===== src/rtl/shift_pkg.sv =====
// Shared types and constants for the pipelined shifter.
// Build option: SHIFT_PIPE_ROTATE_EN enables the rotate-right datapath.
package shift_pkg;

    // Operation code carried alongside each in-flight operand.
    typedef enum logic [1:0] {
        SHIFT_SLL = 2'b00,
        SHIFT_SRL = 2'b01,
        SHIFT_SRA = 2'b10,
        SHIFT_ROR = 2'b11
    } shift_op_e;

    // Width of the raw shift-amount field at the pipeline input.
    localparam int SHAMT_W = 8;

    // Mux levels handled by each stage; the last stage may get fewer.
    function automatic int levels_per_stage(input int log2w, input int stages);
        return (log2w + stages - 1) / stages;
    endfunction

    // Highest level owned by stage idx, clamped to the last real level.
    // A result below the stage's low level means the stage is a plain register.
    function automatic int stage_level_hi(input int idx, input int lps, input int log2w);
        int hi;
        hi = (idx + 1) * lps - 1;
        if (hi > log2w - 1) hi = log2w - 1;
        return hi;
    endfunction

endpackage


===== src/rtl/shift_stage.sv =====
// One pipeline stage of shift_pipe: mux levels LEVEL_LO..LEVEL_HI followed by
// a register slice with its own valid/ready. Build option: SHIFT_PIPE_ROTATE_EN.
module shift_stage
    import shift_pkg::*;
#(
    parameter int WIDTH    = 32,
    parameter int SHW      = 5,
    parameter int TAG_W    = 5,
    parameter int LEVEL_LO = 0,
    parameter int LEVEL_HI = 0
) (
    input  logic             clk,
    input  logic             rst_n,
    input  logic             flush,
    // upstream side
    input  logic             up_valid,
    output logic             up_ready,
    input  logic [WIDTH-1:0] up_data,
    input  logic [SHW-1:0]   up_shamt,
    input  shift_op_e        up_op,
    input  logic             up_sign,
    input  logic [TAG_W-1:0] up_tag,
    input  logic             up_illegal,
    // downstream side
    output logic             dn_valid,
    input  logic             dn_ready,
    output logic [WIDTH-1:0] dn_data,
    output logic [SHW-1:0]   dn_shamt,
    output shift_op_e        dn_op,
    output logic             dn_sign,
    output logic [TAG_W-1:0] dn_tag,
    output logic             dn_illegal
);

    logic             valid_q;
    logic [WIDTH-1:0] data_q;
    logic [SHW-1:0]   shamt_q;
    shift_op_e        op_q;
    logic             sign_q;
    logic [TAG_W-1:0] tag_q;
    logic             illegal_q;
    logic [WIDTH-1:0] shifted;

    // Fixed shift by amt (a power of two below WIDTH) for the given op.
    // SRA fills from the sign captured at entry, not from the partial data,
    // since earlier levels may already have moved the MSB.
    function automatic logic [WIDTH-1:0] shift_level(
        input logic [WIDTH-1:0] d,
        input shift_op_e        op,
        input logic             sign,
        input int               amt
    );
        logic [WIDTH-1:0] fill;
        logic [WIDTH-1:0] r;
        fill = ~({WIDTH{1'b1}} >> amt);
        case (op)
            SHIFT_SLL: r = d << amt;
            SHIFT_SRL: r = d >> amt;
            SHIFT_SRA: r = (d >> amt) | (sign ? fill : '0);
`ifdef SHIFT_PIPE_ROTATE_EN
            SHIFT_ROR: r = (d >> amt) | (d << (WIDTH - amt));
`else
            // no rotate hardware: operand was zeroed at entry, just carry it
            SHIFT_ROR: r = d;
`endif
            default:   r = d;
        endcase
        return r;
    endfunction

    // Apply this stage's share of the log2(WIDTH) mux levels.
    always_comb begin
        shifted = up_data;
        for (int k = LEVEL_LO; k <= LEVEL_HI; k++) begin
            if (up_shamt[k]) shifted = shift_level(shifted, up_op, up_sign, 1 << k);
        end
    end

    // Load when empty or when the current contents leave this cycle.
    assign up_ready = !valid_q || dn_ready;

    // Stage valid: flush empties the slice, otherwise follow the handshake.
    always_ff @(posedge clk or negedge rst_n) begin
        if (!rst_n)        valid_q <= 1'b0;
        else if (flush)    valid_q <= 1'b0;
        else if (up_ready) valid_q <= up_valid;
    end

    // Payload only moves on a real load so a stalled result stays stable.
    always_ff @(posedge clk or negedge rst_n) begin
        if (!rst_n) begin
            data_q    <= '0;
            shamt_q   <= '0;
            op_q      <= SHIFT_SLL;
            sign_q    <= 1'b0;
            tag_q     <= '0;
            illegal_q <= 1'b0;
        end else if (up_ready && up_valid && !flush) begin
            data_q    <= shifted;
            shamt_q   <= up_shamt;
            op_q      <= up_op;
            sign_q    <= up_sign;
            tag_q     <= up_tag;
            illegal_q <= up_illegal;
        end
    end

    assign dn_valid   = valid_q;
    assign dn_data    = data_q;
    assign dn_shamt   = shamt_q;
    assign dn_op      = op_q;
    assign dn_sign    = sign_q;
    assign dn_tag     = tag_q;
    assign dn_illegal = illegal_q;

endmodule


===== src/rtl/shift_pipe.sv =====
// Pipelined SLL/SRL/SRA/(ROR) shifter with valid/ready backpressure and a
// pass-through tag. Build option: SHIFT_PIPE_ROTATE_EN enables rotate-right;
// without it op 11 travels the pipe and exits with out_illegal=1, data 0.
module shift_pipe
    import shift_pkg::*;
#(
    parameter int WIDTH  = 32,
    parameter int STAGES = 2,
    parameter int TAG_W  = 5
) (
    input  logic               clk,
    input  logic               rst_n,
    input  logic               flush,
    input  logic               in_valid,
    output logic               in_ready,
    input  logic [WIDTH-1:0]   in_data,
    input  logic [SHAMT_W-1:0] in_shamt,
    input  logic [1:0]         in_op,
    input  logic [TAG_W-1:0]   in_tag,
    output logic               out_valid,
    input  logic               out_ready,
    output logic [WIDTH-1:0]   out_data,
    output logic [TAG_W-1:0]   out_tag,
    output logic               out_illegal
);

    localparam int LOG2W = $clog2(WIDTH);
    localparam int LPS   = levels_per_stage(LOG2W, STAGES);

    // Index 0 is the pipe input, index i+1 the register of stage i.
    logic [STAGES:0]             vld_pipe;
    logic [STAGES:0]             rdy_pipe;
    logic [STAGES:0][WIDTH-1:0]  data_pipe;
    logic [STAGES:0][LOG2W-1:0]  shamt_pipe;
    shift_op_e [STAGES:0]        op_pipe;
    logic [STAGES:0]             sign_pipe;
    logic [STAGES:0][TAG_W-1:0]  tag_pipe;
    logic [STAGES:0]             ill_pipe;

    logic in_illegal;
    logic unused_shamt;
    logic unused_tail;

    // Decode ops this build cannot execute; they are zeroed on entry so the
    // result emerges as 0 without any extra output muxing.
    always_comb begin
`ifdef SHIFT_PIPE_ROTATE_EN
        in_illegal = 1'b0;
`else
        in_illegal = (in_op == SHIFT_ROR);
`endif
    end

    // Flush blocks acceptance for the cycle it is asserted.
    assign vld_pipe[0]   = in_valid && !flush;
    assign in_ready      = rdy_pipe[0] && !flush;
    assign data_pipe[0]  = in_illegal ? '0 : in_data;
    assign shamt_pipe[0] = in_shamt[LOG2W-1:0];
    assign op_pipe[0]    = shift_op_e'(in_op);
    assign sign_pipe[0]  = data_pipe[0][WIDTH-1];
    assign tag_pipe[0]   = in_tag;
    assign ill_pipe[0]   = in_illegal;

    // Upper shamt bits are architecturally ignored (RISC-V masking).
    assign unused_shamt = ^in_shamt;

    genvar i;
    generate
        for (i = 0; i < STAGES; i++) begin : g_stage
            localparam int LO = i * LPS;
            localparam int HI = stage_level_hi(i, LPS, LOG2W);

            shift_stage #(
                .WIDTH    (WIDTH),
                .SHW      (LOG2W),
                .TAG_W    (TAG_W),
                .LEVEL_LO (LO),
                .LEVEL_HI (HI)
            ) u_stage (
                .clk        (clk),
                .rst_n      (rst_n),
                .flush      (flush),
                .up_valid   (vld_pipe[i]),
                .up_ready   (rdy_pipe[i]),
                .up_data    (data_pipe[i]),
                .up_shamt   (shamt_pipe[i]),
                .up_op      (op_pipe[i]),
                .up_sign    (sign_pipe[i]),
                .up_tag     (tag_pipe[i]),
                .up_illegal (ill_pipe[i]),
                .dn_valid   (vld_pipe[i+1]),
                .dn_ready   (rdy_pipe[i+1]),
                .dn_data    (data_pipe[i+1]),
                .dn_shamt   (shamt_pipe[i+1]),
                .dn_op      (op_pipe[i+1]),
                .dn_sign    (sign_pipe[i+1]),
                .dn_tag     (tag_pipe[i+1]),
                .dn_illegal (ill_pipe[i+1])
            );
        end
    endgenerate

    // Ready chain closes on the consumer; combinational back to in_ready.
    assign rdy_pipe[STAGES] = out_ready;

    assign out_valid   = vld_pipe[STAGES];
    assign out_data    = data_pipe[STAGES];
    assign out_tag     = tag_pipe[STAGES];
    assign out_illegal = ill_pipe[STAGES];

    // Routing fields have no consumer past the final stage.
    assign unused_tail = ^{shamt_pipe[STAGES], op_pipe[STAGES], sign_pipe[STAGES]};

endmodule


===== config.mk =====
export PLATFORM = sky130hd
export DESIGN_NAME = shift_pipe
export DESIGN_NICKNAME = d
export VERILOG_FILES = /design/src/rtl/shift_pkg.sv /design/src/rtl/shift_stage.sv /design/src/rtl/shift_pipe.sv
export SDC_FILE = /design/constraint.sdc
export NUM_CORES = 1
export LEC_CHECK = 0
export CORE_MARGIN = 1.5
export CORE_UTILIZATION = 45
export DETAILED_ROUTE_END_ITERATION = 16
export MAX_ROUTING_LAYER = met4
export PLACE_DENSITY = 0.66
export SYNTH_ARGS = -nofsm -noshare
export SYNTH_HDL_FRONTEND = slang
export SYNTH_SLANG_ARGS = --single-unit
export TNS_END_PERCENT = 1

===== constraint.sdc =====
create_clock -name clk -period 3.7 [get_ports clk]
set_input_delay 0.555 -clock clk [delete_from_list [all_inputs] [get_ports clk]]
set_output_delay 0.555 -clock clk [all_outputs]
set_load 0.02 [all_outputs]

==> results by stage, run 1 <==
STA:
- Dividing the final minimum period by the clock period gives 0.699.
- The setup TNS is 0 ps.
- The final count of pins violating max slew was 0.
- Setup repair after global routing left no endpoint under its margin.
- The shortest period the worst path allows is 2590 ps.
- Setup violations remaining at the end of the flow were counted as 0.
- The highest attainable clock frequency is 0.386 GHz.
- The final count of hold timing violations is 0.
- The headroom to the max-slew limit is 0.293.
- The worst path setup slack after routing is 1110 ps.
- The clock skew after layout is 6.29 ps.
- For the pin with the worst max-slew slack, the measured transition is 1060 ps.

Synth:
- Of the total synthesized cell area, the portion taken by XOR and XNOR cells is 0.00217.
- Yosys printed 0 warnings.
- The portion of netlist area occupied by mux cells is 0.0481.
- Counting flops with an async set or reset pin after synthesis yields a share of 1.00.
- The compound-gate portion of the synthesized area was 0.385.
- After synthesis the netlist holds a flip-flop and latch count of 83.
- The total nets after synthesis is 1141.
- The simple-gate area share of the yosys netlist is 0.212.
- In this run the mean area of a mapped cell was 7.40 um2.
- The largest family of logic cells by synthesized area is compound AO/OA/AOI/OAI gates.
- The dominant register cell in the synthesized netlist is sky130_fd_sc_hd__dfrtp_1.
- The post-synthesis instance total is 1089.
- The number of distinct standard cells referenced by the synthesized netlist is 78.
- Of the total synthesized cell area, the portion taken by full adders, half adders and majority gates is 0.
- The area of the mapped netlist is 0.00806 mm2.
- The count of flip-flops with a built-in enable after synthesis is 0.
- Of the synthesized area, sequential elements account for 0.258.

CTS:
- The tree is rooted in a sky130_fd_sc_hd__clkbuf_16.
- TritonCTS built the clock tree.
- In this run, post-CTS hold repair placed 0 buffers.
- The clock latency of the later-clocked register in the worst-skew pair is 340 ps.
- The maximum buffer depth of the clock tree is 2.
- Gates resized during post-CTS repair numbered 0.
- The tree built by TritonCTS fans out to 83 sinks.
- In this run the post-CTS setup repair buffer count came out at 0.
- The total number of H-tree levels is 3.
- TritonCTS created 9 clock buffers.
- The clock edge transition at the registers on the reported setup and hold paths is 60 ps.

Critical path:
- The slowest stage of the critical path is the sky130_fd_sc_hd__or4b_1 cell.
- The worst setup path is launched from an input pin.
- The required time of the critical path is 3930 ps.
- The endpoint identified for the worst register-to-register timing path is g_stage[1].u_stage.dn_data[21].
- STA classifies the critical path endpoint as a register.
- In this run the critical register-to-register path is launched from g_stage[0].u_stage.dn_op[1].
- Traced cell by cell, the critical path runs through buf_4, buf_4, or4b_1, o211a_2, o22ai_1, o22ai_1, a31o_1.
- The path depth of the worst reg2reg path is 7.
- The top fanout value on the critical path is 63.
- The critical path class is in -> reg.
- The worst stage delay on the critical path is 490 ps.
- The setup check on the worst reg-to-reg path leaves a slack of 1120 ps.
- Data arrives at the worst endpoint at 2820 ps.

Drt:
- The number of optimization iterations in the first detailed-route pass is 7.
- The detailed router finished its first iteration with 1191 violations.
- The remaining design rule violation count is 0.
- The average detailed-routed wire length per instance is 20.5 um.
- The count of nets left with antenna violations once routing finished came out at 0.
- The total via count after detailed routing is 8606.
- In the routed layout, each cell is associated on average with a via count of 6.57.
- The total wirelength of the detailed-routed design is 26.9 mm.

Floorplanning:
- After floorplanning, the core was sized to cover 0.0174 mm2.
- The vertical die dimension is 137 um.
- The number of I/O pins is 92.
- The initial cell density of the core is 0.463.
- The number of core rows is 48.
- The floorplan step defined a die boundary enclosing 0.0187 mm2.
- In this run the horizontal extent of the chip is 137 um.

Final layout:
- Compared with the post-synthesis result, the final layout area differs by 12.7%.
- The share of post-route cells with drive strength above 1 is 0.0747.
- After routing the design area is 0.00908 mm2.
- The antenna diode count is 0.
- The final layout contains 1132 nets.
- Counting the fill cells in the layout gives 1758.

Pwr:
- In this run the power density over the cells is 441 mW/mm2.
- IR analysis of the VDD net gives a maximum drop of 0.320 mV.
- In this run the static leakage power is 0.00358 uW.

GRT:
- The first-pass GRT wire length is 42.5 mm.
- The number of global-route vias before repair is 7692.
- The total global-route track usage is 0.298.
- The initial antenna violation count came to 0.
- The aggregate global routing overflow is 0.
- Entering global routing, the biggest net connects 84 pins.

Placed design:
- Summed over all nets, the half-perimeter wirelength after detailed placement is 18.9 mm.
- The area of placed instances is 0.00876 mm2.
- The final RePlAce weighted congestion is 0.949.
- Input and output buffers added on the ports amount to 88.
- OpenSTA, run right after detailed placement, puts the worst setup slack at 784 ps.

Hold path:
- The classification of the worst-slack hold path is in -> async.

Outcome:
- The flow ran to the end, and the final reports show no timing, DRC or antenna violations.

Flow run:
- Max-cap violations in this run came to 0.
-- area by class of cell --
cell class	instances	area, um2	share of cell area
Multi-Input combinational cell	852	5230	0.576
Timing Repair Buffer	120	1110	0.123
Tap cell	225	282	0.0310
Inverter	14	52.6	0.00578
Clock buffer	10	239	0.0263
Clock inverter	6	88.8	0.00978
Sequential cell	83	2080	0.229
-- how the worst max path moves through the flow --
stage / startpoint / end / cells past startpoint
3_3_place_gp: in_shamt[0] / g_stage[0].u_stage.dn_data[5] / 7
2_1_floorplan: in_op[0] / g_stage[0].u_stage.dn_data[24] / 7
3_5_place_dp: in_shamt[0] / g_stage[0].u_stage.dn_data[5] / 7
6_report: in_shamt[0] / g_stage[0].u_stage.dn_data[10] / 7
5_1_grt: in_shamt[0] / g_stage[0].u_stage.dn_data[5] / 7
4_1_cts: in_shamt[0] / g_stage[0].u_stage.dn_data[5] / 7
-- cells by family after synthesis --
family | after synthesis
flip-flops | 83
XOR/XNOR | 2
AO/OA/AOI/OAI | 462
multiplexers | 37
AND/OR/NAND/NOR | 351
buffers and inverters | 154
-- sequential cells by signal, summed over array words and instances, names as in the netlist --
signal / flops
g_stage.u_stage.dn_data: 64
g_stage.u_stage.dn_illegal: 2
g_stage.u_stage.dn_op: 2
g_stage.u_stage.dn_shamt: 2
g_stage.u_stage.dn_sign: 1
g_stage.u_stage.dn_tag: 10
g_stage.u_stage.dn_valid: 2
-- routing by layer --
layer / global-route usage / wire length, um / part of all wire
met5: - / 0 / 0
met4: 0.0988 / 838 / 0.031
met3: 0.0452 / 1930 / 0.072
met1: 0.408 / 11800 / 0.44
met2: 0.449 / 12300 / 0.46
-- cell usage in the layout (no fill, tap or decap), types with 7 or more instances in the layout --
cell / instances
sky130_fd_sc_hd__nand3_1: 21
sky130_fd_sc_hd__a311oi_1: 7
sky130_fd_sc_hd__o221ai_1: 15
sky130_fd_sc_hd__o21ai_0: 85
sky130_fd_sc_hd__clkdlybuf4s50_1: 83
sky130_fd_sc_hd__a211o_1: 9
sky130_fd_sc_hd__a221o_1: 9
sky130_fd_sc_hd__nor2_1: 70
sky130_fd_sc_hd__buf_4: 33
sky130_fd_sc_hd__mux2_2: 14
sky130_fd_sc_hd__clkbuf_16: 9
sky130_fd_sc_hd__and2_1: 10
sky130_fd_sc_hd__inv_1: 11
sky130_fd_sc_hd__or3_1: 9
sky130_fd_sc_hd__nor3_1: 21
sky130_fd_sc_hd__a21o_1: 14
sky130_fd_sc_hd__o21ai_1: 16
sky130_fd_sc_hd__o211ai_1: 16
sky130_fd_sc_hd__o22ai_1: 40
sky130_fd_sc_hd__and3_1: 7
sky130_fd_sc_hd__a22o_1: 17
sky130_fd_sc_hd__a31oi_1: 13
sky130_fd_sc_hd__nor2b_1: 32
sky130_fd_sc_hd__a22oi_1: 11
sky130_fd_sc_hd__a211oi_1: 19
sky130_fd_sc_hd__o2bb2ai_1: 14
sky130_fd_sc_hd__o31ai_1: 8
sky130_fd_sc_hd__a21oi_1: 98
sky130_fd_sc_hd__nand2_1: 116
sky130_fd_sc_hd__mux2i_1: 23
sky130_fd_sc_hd__o21a_1: 8
sky130_fd_sc_hd__dfrtp_1: 82
sky130_fd_sc_hd__nand2b_1: 37
sky130_fd_sc_hd__a221oi_1: 7
-- cells in the mapped netlist (all sizes together), types with 4 or more instances --
library cell	instances	area [um2]
clkbuf	65	244
a2bb2oi	6	52.6
a221o	9	90.1
a31o	4	35.0
o221a	5	56.3
o21a	8	60.1
nand2b	37	231
a211oi	19	143
o21bai	4	30.0
nor3	21	105
buf	75	464
a31oi	14	93.8
a22oi	11	82.6
nor4	5	31.3
inv	14	52.6
and3	7	43.8
a221oi	7	61.3
a311oi	7	61.3
o221ai	15	131
nor2	71	269
o21ai	101	505
mux2i	23	230
nor2b	32	200
and3b	5	43.8
o2bb2ai	14	123
mux2	14	158
a22o	17	149
dfrtp	83	2080
or3	9	56.3
a2111oi	4	35.0
nand2	116	435
o31ai	8	60.1
nand3	21	105
o22ai	40	250
and2	12	75.1
a211o	9	78.8
o22a	6	52.6
a21oi	98	490
a21o	14	105
o211ai	16	120
-- power breakdown --
group          leakage (uW)  total, uW  internal [uW]  switching [uW]
registers           0.00104       1320           1110             215
logic               0.00239       1700            738             959
clock network      0.000155        985            609             376
-- critical path, delay by kind of cell --
family                 cells  cell delay, ps
buffers and inverters      2             930
AO/OA/AOI/OAI              4             810
AND/OR/NAND/NOR            1             490
-- per-stage QoR --
stage	hold WS [ps]	instances	utilization	total power (uW)
global route	493	1310	0.522	4220
finish	408	1310	0.522	4000
floorplan	259	1089	-	2500
detailed placement	465	1294	0.503	3010
global placement	461	1294	0.503	2990
CTS	466	1310	0.522	4000
Note: power is estimated with default switching activity, not from simulation.
==> run 2: changes to the inputs <==
- clock period: 3.7 -> 2.6 ns (I/O delays scaled with it)
==> run 2 against run 1 <==
Effect of this change: sequential power increased by 42%; clock skew is essentially flat; setup slack lost 950 ps; global-route usage up 1.1 points; core utilization increased by 2.4 points; final area grew 4.5%; final cell count grew 3.4%; sequential share of layout area decreased by 0.99 points; die area unchanged; routed wire length rose by 3.7%; sequential cell count unchanged; via count up 3.2%; critical endpoint is now g_stage[1].u_stage.dn_data[16]; highest routed layer unchanged.
==> results by stage, run 2 (synthesis results as in run 1) <==
Outcome:
- Outcome: complete, no violations (unchanged).

Hold path:
- The classification of the worst-slack hold path is in -> async (unchanged).

Final layout:
- The flip-flop count of the largest register, all copies and words added was 64 (unchanged).
- The count of fill cells added during filler insertion is 1725 (was 1758).
- The most common library cell in the layout ignoring fill and taps is sky130_fd_sc_hd__nand2_1 (unchanged).
- The share of post-route cells with drive strength above 1 is 0.112 (was 0.0747).
- The final layout net count is 1177 (was 1132).
- Most used cells in the layout excluding fill and tap cells: sky130_fd_sc_hd__nand2_1, sky130_fd_sc_hd__a21oi_1, sky130_fd_sc_hd__o21ai_0 (unchanged).
- The antenna diode count was 0 (unchanged).
- The layout-stage area growth over the synthesis result is 17.8% (was 12.7%).

Floorplanning:
- The die width is 137 um (unchanged).
- The vertical die dimension is 137 um (unchanged).
- The initial cell density of the core came to 0.463 (unchanged).
- The area of the placeable core is 0.0174 mm2 (unchanged).
- The die area is 0.0187 mm2 (unchanged).
- The number of core rows is 48 (unchanged).
- The number of I/O pins is 92 (unchanged).

Pwr:
- The share of total power in sequential cells is 0.318 (was 0.330).
- The fraction of power consumed by combinational cells is 0.428 (was 0.424).
- The switching share of power was 0.379 (was 0.387).
- The leakage power summed over all cells is 0.00384 uW (was 0.00358 uW).
- The total power density per cell area is 621 mW/mm2 (was 441 mW/mm2).
- The worst ir drop on vdd is 0.380 mV (was 0.320 mV).
- The clock power share is 0.254 (was 0.246).
- The internal power contribution is 3660 uW (was 2450 uW).
- The total net switching power is 2240 uW (was 1550 uW).

Drt:
- The number of optimization iterations in the first detailed-route pass is 6 (was 7).
- The number of violations reported at the end of detailed-routing iteration 0 is 1082 (was 1191).
- The total wirelength of the detailed-routed design was 27.9 mm (was 26.9 mm).
- The remaining antenna violation count is 0 (unchanged).
- The average detailed-routed wire length per instance is 20.6 um (was 20.5 um).
- The via density per instance is 6.55 (was 6.57).
- The total via count after detailed routing is 8881 (was 8606).
- The remaining design rule violation count was 0 (unchanged).

STA:
- The post-route fraction of the period consumed by the critical path is 0.937.
- The final count of hold timing violations is 0 (unchanged).
- The setup TNS is 0 ps (unchanged).
- The total of endpoints with negative setup slack in the final report is 0 (unchanged).
- The headroom to the max-slew limit is 0.311 (was 0.293).
- The transition at the pin with the smallest max-transition slack is 1030 ps (was 1060 ps).
- The clock skew after layout is 6.55 ps (was 6.29 ps).
- The final count of pins violating max slew was 0 (unchanged).
- The routed design could run at a clock period as short as 2440 ps.
- The highest attainable clock frequency is 0.411 GHz.
- Unrepaired setup endpoints after global routing: no (unchanged).
- The worst path setup slack after routing is 164 ps (was 1110 ps).
- The final hold slack is 26.4 ps (was 408 ps).

GRT:
- The initial antenna violation count is 0 (unchanged).
- The number of global-route vias before repair is 8027 (was 7692).
- The aggregate global routing overflow is 0 (unchanged).
- The first-pass GRT wire length came to 44.1 mm (was 42.5 mm).
- The total global-route track usage came to 0.308 (was 0.298).
- The pin count of the biggest net entering global routing was 78 (was 84).

Critical path:
- The critical path class is reg -> reg (was in -> reg).
- The family of cells with the greatest summed delay on the critical path was simple AND/OR/NAND/NOR gates (was buffers and inverters).
- The cell repeated most along the worst path is sky130_fd_sc_hd__o21ai_0.
- The top fanout value on the critical path is 25 (was 63).
- The kind of capture point of the worst setup path is a register (unchanged).
- The startpoint class of the critical path is a register (was input pin).
- The worst stage delay on the critical path came to 870 ps (was 490 ps).
- The master of the slowest instance on the critical path is sky130_fd_sc_hd__nor2b_1 (was sky130_fd_sc_hd__or4b_1).
- Cell chain of the critical path: nor2b_1, nand2_1, o21ai_0, a21oi_1, o21ai_0, mux2_2 (was buf_4, buf_4, or4b_1, o211a_2, o22ai_1, o22ai_1, a31o_1).
- The signal arrival time at the worst endpoint was 2720 ps (was 2820 ps).
- The worst path buffer plus inverter count came to 0 (was 2).
- The required time of the critical path came to 2880 ps (was 3930 ps).

CTS:
- The CTS tree is built (unchanged).
- The maximum buffer depth of the clock tree was 2 (unchanged).
- The clock edge transition at the registers on the reported setup and hold paths came to 60 ps (about the same).
- The post-CTS setup repair buffer count came to 0 (unchanged).
- The number of gates given a new drive strength after cts came to 0 (unchanged).
- The number of buffers inserted during clock tree synthesis is 9 (unchanged).
- The total number of H-tree levels is 3 (unchanged).
- The number of sinks on the clock net was 83 (unchanged).
- The hold-fix buffer count after cts came to 0 (unchanged).
- The clock latency of the later-clocked register in the worst-skew pair was 340 ps (about the same).
- The clock root buffer was sky130_fd_sc_hd__clkbuf_16 (unchanged).

Placed design:
- The final RePlAce weighted congestion is 0.945 (was 0.949).
- The worst setup slack after placement was 132 ps (was 784 ps).
- The estimated wirelength of the detail-placed design is 20.5 mm (was 18.9 mm).
- The count of buffers from port buffering is 88 (unchanged).

Flow run:
- The max capacitance violation total is 0 (unchanged).
==> run 2: cell count changes in the layout (fill, tap and decap cells not counted), sizes merged <==
cell	previous run	this run
buf	37	82
clkinvlp	2	0
bufinv	2	3
clkinv	2	3
==> run 2: worst reg2reg max path: stages (launching register included) <==
cell and delay [ps]:
sky130_fd_sc_hd__dfrtp_2 590, sky130_fd_sc_hd__nor2b_1 870, sky130_fd_sc_hd__nand2_1 100, sky130_fd_sc_hd__o21ai_0 100
sky130_fd_sc_hd__a21oi_1 110, sky130_fd_sc_hd__o21ai_0 380, sky130_fd_sc_hd__mux2_2 230
==> run 2: stage by stage <==
stage                     utilization  instance area, um2  power (uW)  cells
after floorplan                     -                8060        3560   1089
after global placement          0.525                9150        4350   1339
after detailed placement        0.525                9150        4380   1339
after CTS                       0.545                9500        5880   1355
after global routing            0.545                9500        6220   1355
final                           0.545                9500        5900   1355
==> run 2: per-layer routing <==
| layer | up-vias | track usage | part of all wire |
|---|---|---|---|
| li1 | 4120 | - | - |
| met4 | 0 | 0.0731 | 0.019 |
| met1 | 4287 | 0.439 | 0.45 |
| met2 | 428 | 0.466 | 0.46 |
| met5 | - | - | 0 |
| met3 | 46 | 0.0370 | 0.076 |
==> run 2: final timing paths <==
path / start / slack, ps / cells past startpoint / to
setup / recovery: g_stage[0].u_stage.dn_op[1] / 160 / 6 / g_stage[1].u_stage.dn_data[16]
hold / removal: rst_n / 30 / 1 / g_stage[1].u_stage.dn_data[14]
setup reg to reg: g_stage[0].u_stage.dn_op[1] / 160 / 6 / g_stage[1].u_stage.dn_data[16]
hold reg to reg: g_stage[1].u_stage.dn_data[21] / 470 / 1 / g_stage[1].u_stage.dn_data[21]
max in group asynchronous: rst_n / 1950 / 2 / g_stage[0].u_stage.dn_op[1]
min in group clk: g_stage[1].u_stage.dn_data[21] / 470 / 1 / g_stage[1].u_stage.dn_data[21]
==> run 2: final cells by class <==
| type | count | area (um2) | area share |
|---|---|---|---|
| multi-input cells | 852 | 5230 | 0.551 |
| flip-flops and latches | 83 | 2080 | 0.219 |
| repair buffers | 165 | 1500 | 0.158 |
| well taps | 225 | 282 | 0.0296 |
| clock buffers | 10 | 239 | 0.0252 |
| clock inverters | 6 | 113 | 0.0119 |
| inverters | 14 | 52.6 | 0.00553 |
==> run 2: power by group through the flow <==
stage	clock [uW]	combinational [uW]	sequential (uW)
after floorplan	0	1770	1790
after global placement	0	2460	1890
after detailed placement	0	2490	1890
after CTS	1510	2500	1870
after global routing	1570	2740	1910
final	1500	2520	1880
==> run 3: changes to the inputs <==
- PLACE_DENSITY: 0.66 -> 0.77
- SYNTH_HIERARCHICAL: unset -> 1
==> run 3 against run 2 <==
Effect of this change: core utilization rose by 3.4 points; first-iteration DRC count rose by 6.2%; synthesized cell count up 6.3%; final area up 14%; hold slack got worse by 14 ps; register-to-register slack improved by 270 ps; sequential cell count stayed put; fmax increased by 0.81%; via count is 14% higher; synthesized area grew 5.8%; largest power group unchanged.
==> results by stage, run 3 <==
Floorplanning:
- The die area came to 0.0198 mm2 (was 0.0187 mm2).
- The die width is 141 um (was 137 um).
- The number of core rows is 50 (was 48).
- The number of I/O pins is 92 (unchanged).
- The area of the placeable core is 0.0186 mm2 (was 0.0174 mm2).
- The initial cell density of the core came to 0.458 (was 0.463).
- The vertical die dimension is 141 um (was 137 um).

Critical path:
- The master of the slowest instance on the critical path is sky130_fd_sc_hd__o41ai_1 (was sky130_fd_sc_hd__nor2b_1).
- The signal arrival time at the worst endpoint is 2690 ps (was 2720 ps).
- The top fanout value on the critical path is 5 (was 25).
- The critical path class is in -> reg (was reg -> reg).
- The startpoint class of the critical path is an input pin (was register).
- The worst stage delay on the critical path came to 630 ps (was 870 ps).
- The required time of the critical path came to 2870 ps (was 2880 ps).
- The kind of capture point of the worst setup path is a register (unchanged).
- Cell chain of the critical path: clkdlybuf4s50_1, a21boi_1, mux2i_1, o22ai_1, a21oi_2, o41ai_1, buf_4, a211o_1, a41o_1 (was nor2b_1, nand2_1, o21ai_0, a21oi_1, o21ai_0, mux2_2).

CTS:
- The maximum buffer depth of the clock tree is 2 (unchanged).
- The total number of H-tree levels came to 3 (unchanged).
- The CTS tree is built (unchanged).
- The number of buffers inserted during clock tree synthesis came to 9 (unchanged).
- The post-CTS setup repair buffer count is 0 (unchanged).
- The clock latency of the later-clocked register in the worst-skew pair is 340 ps (about the same).
- The hold-fix buffer count after cts is 0 (unchanged).
- The number of sinks on the clock net is 83 (unchanged).
- The number of gates given a new drive strength after cts is 0 (unchanged).
- The clock edge transition at the registers on the reported setup and hold paths is 70 ps (was 60 ps).
- The clock root buffer is sky130_fd_sc_hd__clkbuf_16 (unchanged).

Final layout:
- The most common library cell in the layout ignoring fill and taps is sky130_fd_sc_hd__nand2_1 (unchanged).
- The flip-flop count of the largest register, all copies and words added is 64 (unchanged).
- The final layout net count is 1375 (was 1177).
- The finished layout cell area came to 0.0108 mm2 (was 0.00950 mm2).
- The final core area utilization came to 0.580 (was 0.545).
- The antenna diode count is 0 (unchanged).
- The layout-stage area growth over the synthesis result was 26.7% (was 17.8%).
- The non-filler instance count after layout is 1562 (was 1355).
- The multi-input combinational cell area is 0.00572 mm2 (was 0.00523 mm2).
- The count of fill cells added during filler insertion is 1801 (was 1725).
- The share of post-route cells with drive strength above 1 was 0.183 (was 0.112).
- The total area of sequential cells is 0.00208 mm2 (unchanged).
- Most used cells in the layout excluding fill and tap cells: sky130_fd_sc_hd__nand2_1, sky130_fd_sc_hd__buf_4, sky130_fd_sc_hd__nor2_1 (was sky130_fd_sc_hd__nand2_1, sky130_fd_sc_hd__a21oi_1, sky130_fd_sc_hd__o21ai_0).

STA:
- The final count of pins violating max slew is 0 (unchanged).
- The total of endpoints with negative setup slack in the final report is 0 (unchanged).
- The shortest period the worst path allows is 2420 ps (was 2440 ps).
- The transition at the pin with the smallest max-transition slack is 636 ps (was 1030 ps).
- The highest attainable clock frequency is 0.414 GHz (was 0.411 GHz).
- The final count of hold timing violations is 0 (unchanged).
- The headroom to the max-slew limit is 0.576 (was 0.311).
- The clock skew after layout came to 13.2 ps (was 6.55 ps).
- Unrepaired setup endpoints after global routing: no (unchanged).
- The post-route fraction of the period consumed by the critical path is 0.929 (was 0.937).
- The worst path setup slack after routing was 184 ps (was 164 ps).

Flow run:
- The max capacitance violation total is 0 (unchanged).

Drt:
- The remaining design rule violation count is 0 (unchanged).
- The number of violations reported at the end of detailed-routing iteration 0 is 1149 (was 1082).
- The remaining antenna violation count was 0 (unchanged).
- The total wirelength of the detailed-routed design is 34.9 mm (was 27.9 mm).
- The average detailed-routed wire length per instance is 22.3 um (was 20.6 um).
- The total via count after detailed routing is 10.1k (was 8881).
- The number of optimization iterations in the first detailed-route pass was 6 (unchanged).
- The via density per instance came to 6.48 (was 6.55).

Synth:
- The total nets after synthesis is 1210 (was 1141).
- The area of the mapped netlist was 0.00853 mm2 (was 0.00806 mm2).
- The post-synthesis instance total is 1158 (was 1089).
- The number of warnings reported in the yosys synthesis log is 6 (was 0).
- The average cell area after synthesis is 7.37 um2 (was 7.40 um2).

Placed design:
- The total placed cells including tap cells is 1546 (was 1339).
- The final RePlAce weighted congestion is 1.06 (was 0.945).
- The worst setup slack after placement is -155 ps (was 132 ps).
- The estimated wirelength of the detail-placed design was 27.3 mm (was 20.5 mm).
- The count of buffers from port buffering is 88 (unchanged).
- The area of placed instances is 0.0105 mm2 (was 0.00915 mm2).

Pwr:
- The worst ir drop on vdd is 0.337 mV (was 0.380 mV).
- The total power after layout is 6430 uW (was 5900 uW).
- The internal power contribution is 3800 uW (was 3660 uW).
- The switching share of power came to 0.409 (was 0.379).
- The total net switching power is 2630 uW (was 2240 uW).
- The leakage power summed over all cells is 0.00445 uW (was 0.00384 uW).
- The total power density per cell area is 595 mW/mm2 (was 621 mW/mm2).
- The clock power share is 0.216 (was 0.254).
- The fraction of power consumed by combinational cells is 0.473 (was 0.428).
- The share of total power in sequential cells is 0.311 (was 0.318).

GRT:
- The initial antenna violation count is 0 (unchanged).
- The number of global-route vias before repair is 9465 (was 8027).
- The aggregate global routing overflow came to 0 (unchanged).
- The first-pass GRT wire length was 54.4 mm (was 44.1 mm).
- The pin count of the biggest net entering global routing is 48 (was 78).
- The total global-route track usage is 0.362 (was 0.308).

Outcome:
- Outcome: complete, no violations (unchanged).

Hold path:
- The classification of the worst-slack hold path is in -> async (unchanged).
-- run 3: changes by cell type in the layout (fill, tap and decap cells not counted), moves of 9 or more --
cell                        previous run  this run
sky130_fd_sc_hd__a21boi_1              0        27
sky130_fd_sc_hd__a21o_1               14         5
sky130_fd_sc_hd__a221oi_1              7        20
sky130_fd_sc_hd__a22oi_1              11        21
sky130_fd_sc_hd__buf_4                74       163
sky130_fd_sc_hd__inv_1                11        28
sky130_fd_sc_hd__mux2i_1              23        34
sky130_fd_sc_hd__nand2_1             116       175
sky130_fd_sc_hd__nand2b_1             37        16
sky130_fd_sc_hd__nor2_1               70       103
sky130_fd_sc_hd__nor2b_1              32        22
sky130_fd_sc_hd__o21ai_0              85        94
sky130_fd_sc_hd__o22ai_1              40        55
sky130_fd_sc_hd__o2bb2ai_1            14         4
-- run 3: final timing paths --
| kind | slack (ps) | cells after the start | endpoint | start |
|---|---|---|---|---|
| hold / removal | 10 | 1 | g_stage[1].u_stage/dn_valid | rst_n |
| setup reg to reg | 430 | 8 | g_stage[0].u_stage/dn_data[18] | g_stage[1].u_stage/dn_valid |
| max in group asynchronous | 1960 | 2 | g_stage[1].u_stage/dn_data[25] | rst_n |
| min in group clk | 470 | 2 | g_stage[1].u_stage/dn_tag[0] | g_stage[0].u_stage/dn_tag[0] |
| hold reg to reg | 470 | 2 | g_stage[1].u_stage/dn_tag[0] | g_stage[0].u_stage/dn_tag[0] |
| setup / recovery | 180 | 9 | g_stage[0].u_stage/dn_data[18] | in_data[15] |
-- run 3: per-stage QoR --
| step | hold WS [ps] | TNS [ps] |
|---|---|---|
| 2_1_floorplan | 94.4 | 0 |
| 3_3_place_gp | 392 | -122 |
| 3_5_place_dp | 395 | -298 |
| 4_1_cts | 26.8 | 0 |
| 5_1_grt | 61.7 | 0 |
| 6_report | 12.0 | 0 |
-- run 3: layer usage --
metal | vias up | GRT usage | share of wire | wire [um]
met1 | 4706 | 0.462 | 0.41 | 14400
li1 | 4676 | - | - | -
met4 | 0 | 0.161 | 0.048 | 1660
met5 | - | - | 0 | 0
met2 | 631 | 0.579 | 0.47 | 16300
met3 | 111 | 0.0428 | 0.076 | 2640
-- run 3: power by group through the flow --
stage	combinational [uW]	sequential, uW	clock [uW]
after CTS	2990	1990	1420
final	3040	2000	1390
after floorplan	1660	2080	0
after detailed placement	2980	2010	0
after global routing	3270	2040	1470
after global placement	2960	2000	0
-- run 3: critical path, delay by kind of cell --
| kind | cells | cell delay (ps) |
|---|---|---|
| AOI/OAI and AO/OA | 6 | 1470 |
| buffers and inverters | 2 | 650 |
| muxes | 1 | 170 |
-- run 3: area by class of cell --
cell class                 count  share of cell area
clock buffer                   9              0.0208
multi-input combinational    938               0.530
clock inverter                 7             0.00926
inverter                      33              0.0115
tap                          234              0.0271
timing repair buffer         258               0.210
sequential                    83               0.192
